[src/rtl/count_sequencer.sv]
// Run-control FSM and tick prescaler for an N-bit up-counter.
// Start/pause/resume/stop with free-run (wrap at limit) or one-shot (halt at limit) counting.
module count_sequencer #(
    parameter int WIDTH    = 4,
    parameter int PRESCALE = 4
) (
    input  logic             i_clk,
    input  logic             i_rstn,
    input  logic             i_start,
    input  logic             i_pause,
    input  logic             i_stop,
    input  logic             i_mode,
    input  logic [WIDTH-1:0] i_limit,
    output logic [WIDTH-1:0] o_count,
    output logic             o_busy,
    output logic             o_tick,
    output logic             o_wrap,
    output logic             o_done,
    output logic [1:0]       o_state
);

    typedef enum logic [1:0] {
        IDLE  = 2'b00,
        RUN   = 2'b01,
        PAUSE = 2'b10,
        DONE  = 2'b11
    } state_t;

    // A one-cycle prescaler still needs a 1-bit divider that simply stays at zero.
    localparam int            DW       = (PRESCALE > 1) ? $clog2(PRESCALE) : 1;
    localparam logic [DW-1:0] DIV_LAST = DW'(PRESCALE - 1);

    state_t           r_state;
    logic [DW-1:0]    r_div;
    logic [WIDTH-1:0] r_count;
    logic [WIDTH-1:0] r_limit_q;
    logic             r_wrap;
    logic             r_done;

    logic w_div_last;
    logic w_at_limit;
    logic w_tick;

    assign w_div_last = (r_div == DIV_LAST);
    assign w_at_limit = (r_count == r_limit_q);
    assign w_tick     = (r_state == RUN) && w_div_last && !i_stop && !i_start && !i_pause;

    always_ff @(posedge i_clk or posedge i_rstn) begin
        if (i_rstn) begin
            r_state   <= IDLE;
            r_div     <= '0;
            r_count   <= '0;
            r_limit_q <= '0;
            r_wrap    <= 1'b0;
            r_done    <= 1'b0;
        end else begin
            r_wrap <= 1'b0;
            r_done <= 1'b0;
            if (i_stop) begin
                r_state <= IDLE;
                r_count <= '0;
                r_div   <= '0;
            end else if (i_start) begin
                r_state <= RUN;
                // Start from PAUSE is a resume: count, phase and limit carry over.
                if (r_state != PAUSE) begin
                    r_count   <= '0;
                    r_div     <= '0;
                    r_limit_q <= i_limit;
                end
            end else if (i_pause) begin
                if (r_state == RUN)
                    r_state <= PAUSE;
            end else if (r_state == RUN) begin
                r_div <= w_div_last ? '0 : r_div + 1'b1;
                if (w_tick) begin
                    if (!w_at_limit) begin
                        r_count <= r_count + 1'b1;
                    end else if (!i_mode) begin
                        r_count <= '0;
                        r_wrap  <= 1'b1;
                    end else begin
                        r_state <= DONE;
                        r_done  <= 1'b1;
                    end
                end
            end
        end
    end

    assign o_count = r_count;
    assign o_state = r_state;
    assign o_busy  = (r_state == RUN) || (r_state == PAUSE);
    assign o_tick  = w_tick;
    assign o_wrap  = r_wrap;
    assign o_done  = r_done;

endmodule

[config.mk]
export PLATFORM = sky130hd
export DESIGN_NAME = count_sequencer
export DESIGN_NICKNAME = d
export VERILOG_FILES = /design/src/rtl/count_sequencer.sv
export SDC_FILE = /design/constraint.sdc
export NUM_CORES = 1
export LEC_CHECK = 0
export BUFFER_PORTS_ARGS = -buffer_cell sky130_fd_sc_hd__buf_2
export CAP_MARGIN = 20
export CORE_AREA = 4 4 66 50
export CTS_CLUSTER_SIZE = 25
export DETAILED_ROUTE_END_ITERATION = 6
export DIE_AREA = 0 0 70 54
export SLEW_MARGIN = 20
export SYNTH_ARGS = -nofsm -noshare
export SYNTH_HDL_FRONTEND = slang
export SYNTH_SLANG_ARGS = --single-unit
[constraint.sdc]
create_clock -name i_clk -period 1.8 [get_ports i_clk]
set_input_delay 0.36 -clock i_clk [delete_from_list [all_inputs] [get_ports i_clk]]
set_output_delay 0.36 -clock i_clk [all_outputs]
set_load 0.005 [all_outputs]
* Word-level counts from Yosys, hierarchy flattened
Index checks and enable logic that the tools add are counted.
** Cells by class
- Add/subtract/negate cells :: 2
- Eq/ne operators :: 8
- Multiplexer cells :: 36
- Bitwise gates (word level) :: 1
- Reduce and logical (&&, ||, !) cells :: 17
** Operators by type and width (count)
- $mux 4 :: 8
- $mux 2 :: 14
- $mux 1 :: 14
- $reduce_bool 4->1 :: 3
- $reduce_and 3->1 :: 2
- $reduce_bool 3->1 :: 2
- $reduce_and 5->1 :: 1
- $add 4x1->4 const B :: 1
- $eq 2x2->1 const B :: 2
- $eq 4x4->1 :: 1
- $logic_and 1x1->1 :: 4
- $ne 4x4->1 const B :: 1
- $reduce_and 4->1 :: 1
- $logic_not 1->1 :: 3
- $ne 3x1->1 const B :: 1
- $ne 3x2->1 const B :: 1
- $add 2x1->2 const B :: 1
- $eq 2x1->1 const B :: 1
- $ne 2x2->1 const B :: 1
- $logic_or 1x1->1 :: 1
- $not 1->1 :: 1
** Storage, ports and cells
- Bits in registers :: 14
- Input port bits :: 10

* Longest topological paths before layout
Gate-level depths: netlist of run 1.
- Depth in word-level cells :: 10
- Depth in mapped cells :: 7

* Worst setup path after synthesis of run 1
Ideal clock, no wire load.
- Kind :: register to register
- From :: reg r_state[1] (netlist: o_state[1])
- To :: reg r_count[1] (netlist: o_count[1])
- Setup time :: 125 ps
- Arrival :: 1540 ps
- Data required time :: 1675 ps
- Setup slack :: 135 ps
- Cell stages (with the launch flop) :: 7
- Path buffers :: 0
- Clock period less this slack :: 1665 ps
- Cells stage by stage :: dfrtp_1 > inv_1 > ha_1 > nor3b_1 > nor3_2 > a311oi_4 > mux2_4
** On the way
- Word-level cells in the longest chain between the ends :: 7
- Elaborated cells on any way between the ends :: 10
- Classes of those cells :: eq/ne: 3; reduce/logical: 7
** RTL lines
- from (decl) :: RTL line 33 : state_t r_state;
- from (signal assigned) :: RTL line 50 : r_state <= IDLE;
- from (signal assigned) :: RTL line 60 : r_state <= IDLE;
- from (signal assigned) :: RTL line 64 : r_state <= RUN;
- $eq 2x1->1 :: RTL line 46, 74
- $logic_and 1x1->1 (4 in series) :: RTL line 46 : assign w_tick = (r_state == RUN) && w_div_last && !i_stop && !i_start && !i_pause;
- $reduce_bool 3->1 (no line)
- $reduce_and 5->1 (no line) *
- to (signal assigned) :: RTL line 78 : r_count <= r_count + 1'b1;
- to (decl) :: RTL line 35 : logic [WIDTH-1:0] r_count;
Every way passes the cells marked *; elsewhere a longest branch is shown, timed or not.
A chain may end at the register's enable or synchronous reset.

* Worst setup path after layout of run 1
- From :: reg r_state[0] (netlist: o_state[0])
- To :: out o_tick
** On the way
- Word-level cells in the longest chain between the ends :: 5
** RTL lines
- $eq 2x1->1 :: RTL line 46
- $logic_and 1x1->1 (4 in series) :: RTL line 46
- to (decl) :: RTL line 16 : output logic o_tick,
No other way between the ends.

==> run metrics, run 1 <==
status=finished clean; Horiz. Die Dim=70 um; DP HPWL=1280 um; Yosys cell types=26; Port Buffer Count=19; max-cap viol count=0; Post-route DRC=0; worst slack at placement=roughly 85 ps; clk sinks=14; setup ws final=73.1 ps; dpl cells=135; non-filler cells, final=140; pin count of the biggest net entering global routing=15; DRT Pass-1 Iters=4; Tmin final=1730 ps; yosys warns=0; CTS tree=done; # fillers=290; Slew @ Worst Pin=539 ps; Worst-path clk slew=70 ps; layout cells sized above 1=0.385; setup tns final=0 ps; routability-driven placement congestion ratio=0.824; CP max FO=4; post-synthesis sequential area ratio=0.454; post-route ant nets=0; DR vias/cell=4.50; Avg Synthesized Cell Area=10.2 sq um; Hold Crit Class=primary input to asynchronous set/reset pin; PwrDens=764 mW/mm^2; most frequent cells in the layout=buf_2 (19), dfrtp_1 (14), inv_1 (9); clk buf depth=2; type of the worst setup path=flip-flop to primary output; antenna violations before repair=0; total track usage=0.0875; total gr overflow=0; CP delay by family, top=flip-flops; Syn Nets=90; area of the die=0.00378 sq mm; Synth Register Bits=14; clk_skew=about 10 ps; Die Y=54 um; Final #Nets=119; number of diodes=0; root buffer cell=clkbuf_8; CP bufs+invs=1; commonest non-fill, non-tap cell in the layout=buf_2; RSZ-0062 raised after global routing=no; WP data arrival=1370 ps; Cells after Synth=76; Util after Layout=0.379; Synth Cell Area=772 sq um; routed vias=630; Area contributors post-synth=dfrtp_1 (45%), ha_1 (6.5%), mux2_2 (5.8%); CTS buffer count=3; period utilization=0.959; multi-input logic area=392 sq um; number of global-route vias before repair=595; Ports=20; later-pin clock latency in the skew report=250 ps; VDD IR max=0.553 mV; critical path launch point type=flip-flop; hold_buf cts=0; Core Footprint=0.00268 sq mm; WP data required=1440 ps; WL/cell=11.4 um; Initial Util=0.288; CTS HTree Levels=1; Synth area leader=dfrtp_1; Hold WS=135 ps; register area=350 sq um; fmax=between 500 and 600 MHz; area delta synth->final=31.6%; initial DRC count=2; top cell type's share of synthesized area=0.454; first-pass GRT wire length=~2600 um; CP peak stage delay=390 ps; Slew HR=0.640; CP Capture Type=primary output; Final Max Tran Viols=0; Fin. Hold Viols=0; leakage power figure=0.511 nW; DRT Wirelength=1600 um; final setup violation count=0; crit path cell chain=ha_1 > and3b_1 > and2_4 > buf_2; crit path max-delay cell type=dfrtp_1; row count=16
cell families (layout without fill, tap and decap cells):
logic type,count (synthesis),after routing,synth area share
flip-flops,14,14,0.454
multiplexers,5,5,0.0778
XOR/XNOR,4,4,0.0454
AO/OA/AOI/OAI,10,10,0.109
AND/OR/NAND/NOR,29,29,0.201
adder cells (fa/ha/maj),4,4,0.0648
buffers and inverters,10,38,0.0486
synth_stat cells:
library cell / instances
dfrtp_1: 14
inv_1: 9
nand2_1: 8
nor2_1: 5
ha_1: 4
mux2_2: 4
o21ai_0: 4
xnor2_1: 4
nand3_1: 3
and3_1: 2
nand4_1: 2
nor3_1: 2
o221ai_1: 2
a21oi_1: 1
a311oi_4: 1
a31o_2: 1
a31oi_1: 1
and2_0: 1
and3b_1: 1
and4_4: 1
clkbuf_1: 1
mux2_4: 1
nand2b_1: 1
nor2b_1: 1
nor3_2: 1
nor3b_1: 1
metal layers:
metal / global-route usage / up-vias / part of all wire
met5: 0 / - / 0
li1: - / 321 / -
met2: 0.150 / 17 / 0.45
met1: 0.101 / 290 / 0.47
met3: 0.0410 / 2 / 0.069
met4: 0.0191 / 0 / 0.0063
per-stage QoR:
stage / total power, mW / instance area (sq um)
3_3_place_gp: 0.462 / 946
5_1_grt: 0.814 / 1020
6_report: 0.776 / 1020
3_5_place_dp: 0.467 / 946
2_1_floorplan: 0.424 / 772
4_1_cts: 0.784 / 1010
cell type report:
cell class                 instances  area share
multi-input combinational         52       0.385
timing repair buffer              25       0.138
tap                               36      0.0443
sequential                        14       0.345
clock buffer                       4      0.0542
inverter                           9      0.0333
worst reg2reg max path, delay by kind of cell (launching register included):
kind,cells,cell delay (ps)
buffers and inverters,1,50
DFF,1,380
muxes,1,320
and+or+nand+nor,2,290
AOI/OAI and AO/OA,1,310
adders and majority gates,1,180
flip-flops by register name, indices dropped and copies added (netlist names):
| register | cells |
|---|---|
| o_count | 4 |
| o_done | 1 |
| o_state | 2 |
| o_wrap | 1 |
| r_div | 2 |
| r_limit_q | 4 |
where the power goes:
group          leakage, nW  switching [mW]  internal (mW)  total, mW
clock network       0.0288           0.121          0.194      0.315
registers            0.184          0.0131          0.335      0.348
logic                0.298          0.0552         0.0582      0.113
repair_timing:
item | in CTS | in global routing
pin swaps | 0 | 1
setup buffers | 1 | 0
endpoints found under the setup margin | 1 | 2
gates resized for setup | 0 | 3
final timing paths:
kind	startpoint	endpoint	slack, ps	cells after the start
min in group i_clk	i_mode	o_wrap$_DFF_PP0_	330	2
hold / removal	i_rstn	o_state[1]$_DFFE_PP0P_	130	2
setup reg to reg	o_state[1]$_DFFE_PP0P_	o_count[1]$_DFFE_PP0P_	150	6
setup / recovery	o_state[0]$_DFFE_PP0P_	o_tick	70	4
hold reg to reg	r_div[1]$_DFFE_PP0P_	r_div[1]$_DFFE_PP0P_	510	2
max in group asynchronous	i_rstn	r_limit_q[2]$_DFFE_PP0P_	1300	2
Note: power is estimated with default switching activity, not from simulation.
==> run 2: changes to the inputs <==
--- a/config.mk
+++ b/config.mk
@@ -7,10 +7,11 @@
 export LEC_CHECK = 0
 export BUFFER_PORTS_ARGS = -buffer_cell sky130_fd_sc_hd__buf_2
 export CAP_MARGIN = 20
-export CORE_AREA = 4 4 66 50
+export CORE_AREA = 2 2 64 48
 export CTS_CLUSTER_SIZE = 25
 export DETAILED_ROUTE_END_ITERATION = 6
-export DIE_AREA = 0 0 70 54
+export DIE_AREA = 0 0 66 50
+export HOLD_SLACK_MARGIN = 0.15
 export SLEW_MARGIN = 20
 export SYNTH_ARGS = -nofsm -noshare
 export SYNTH_HDL_FRONTEND = slang
==> run 2 against run 1 <==
- sequential cell count is the same
- clock-buffer cell count unchanged
- largest power group unchanged
- highest routed layer unchanged
- via count fell by 0.95%
- largest cell class unchanged
- final area shrank 0.99%
==> run metrics, run 2 (synthesized netlist as in run 1, its figures left out) <==
CP Capture Type=primary output; area delta synth->final=30.3%; CTS tree=done; routed vias=624 (-0.95%); status=finished clean; layout cells sized above 1=0.369 (-0.0157); WP data arrival=1370 ps (about the same); antenna violations before repair=0 (unchanged); setup tns final=0 ps (unchanged); later-pin clock latency in the skew report=250 ps (about the same); final setup violation count=0 (unchanged); routability-driven placement congestion ratio=0.792 (-3.9%); pin count of the biggest net entering global routing=15 (unchanged); non-filler cells, final=139 (-0.71%); Fin. Hold Viols=0 (unchanged); max-cap viol count=0 (unchanged); Slew HR=0.610 (-0.0296); Final Max Tran Viols=0 (unchanged); Final #Nets=118 (-0.84%); VDD IR max=0.479 mV (-13%); DR vias/cell=4.49 (-0.24%); PwrDens=770 mW/mm^2 (+0.86%); commonest non-fill, non-tap cell in the layout=buf_2; Slew @ Worst Pin=584 ps (+44.3 ps); total power=775 uW (-0.14%); Core Footprint=0.00268 sq mm (unchanged); CP max FO=3 (-1); number of global-route vias before repair=626 (+5.2%); DRT Pass-1 Iters=4 (unchanged); Port Buffer Count=19 (unchanged); critical path launch point type=flip-flop; leakage power figure=0.505 nW (-1.3%); most frequent cells in the layout=buf_2 (19), dfrtp_1 (14), inv_1 (9); period utilization=0.962 (+0.00234); Horiz. Die Dim=66 um (-5.7%); CTS buffer count=3 (unchanged); root buffer cell=clkbuf_8; post-route ant nets=0 (unchanged); multi-input logic area=389 sq um (-0.64%); # fillers=288 (-0.69%); clk_skew=9.38 ps (-1.09 ps); number of diodes=0 (unchanged); WP data required=1440 ps (about the same); type of the worst setup path=flip-flop to primary output; total track usage=0.112 (+0.0241); Ports=20 (unchanged); clk buf depth=2 (unchanged); fmax=578 MHz (-0.24%); RSZ-0062 raised after global routing=no; DRT Wirelength=1640 um (+2.5%); first-pass GRT wire length=2780 um (+8.6%); area of the die=0.00330 sq mm (-13%); Util after Layout=0.375 (-0.00373); Die Y=50 um (-7.4%); Hold Crit Class=primary input to asynchronous set/reset pin; Reg2Reg Launch Point=r_div[0]$_DFFE_PP0P_; register area=350 sq um (unchanged); Tmin final=1730 ps (+4.21 ps); CP startpoint=r_div[0]$_DFFE_PP0P_; clk sinks=14 (unchanged); WL/cell=11.8 um (+3.2%); row count=16 (unchanged); dpl cells=134 (-0.74%); hold_buf cts=0 (unchanged); CTS HTree Levels=1 (unchanged); Post-route DRC=0 (unchanged); DP HPWL=1270 um (-0.36%); Worst-path clk slew=70 ps (about the same); initial DRC count=5 (+3); Initial Util=0.288 (unchanged); total gr overflow=0 (unchanged)
run 2: changes by cell type in the layout (fill, tap and decap cells not counted):
cell    before  now
and2_1       0    1
and2_4       1    0
buf_4        6    5
run 2: power by group:
part	leakage, nW	internal (mW)	switching (mW)
registers	0.184	0.335	0.0139
clock network	0.0288	0.194	0.121
logic	0.292	0.0565	0.0550
total	0.505	0.585	0.190
run 2: final timing paths:
path / end / slack, ps / depth (start not counted)
max in group asynchronous: r_limit_q[2]$_DFFE_PP0P_ / 1250 / 2
worst max-delay path: o_tick / 70 / 4
worst min-delay path: o_count[2]$_DFFE_PP0P_ / 160 / 2
worst max register to register: o_count[3]$_DFFE_PP0P_ / 150 / 6
worst min register to register: r_div[1]$_DFFE_PP0P_ / 520 / 2
min in group i_clk: o_wrap$_DFF_PP0_ / 330 / 2
run 2: cell type report:
cell class,instances,share of cell area
clock buffer,4,0.0547
inverter,9,0.0336
multi-input combinational,52,0.387
sequential,14,0.348
tap,36,0.0448
timing repair buffer,24,0.132
run 2: per-stage QoR:
| step | setup WS (ps) | instance area (sq um) | hold WS [ps] |
|---|---|---|---|
| global route | 10.4 | 1010 | 212 |
| global placement | 139 | 938 | 411 |
| detailed placement | 47.6 | 938 | 438 |
| finish | 68.9 | 1010 | 160 |
| floorplan | 135 | 772 | 249 |
| CTS | 39.9 | 1000 | 167 |
run 2: repair_timing:
item,in CTS,in global routing
setup buffers,1,0
endpoints found under the setup margin,1,4
resized for setup,0,2
run 2: worst max-delay path, cell delays in order (launching register included):
cell and delay (ps):
dfrtp_1 400, ha_1 230, and3b_1 200, and2_1 170, buf_2 120
run 2: layer usage:
layer	vias up	routed length [um]	GRT usage
li1	316	-	-
met1	291	800	0.136
met2	15	743	0.180
met3	2	83	0.0479
met4	0	11	0.0306
met5	-	0	0
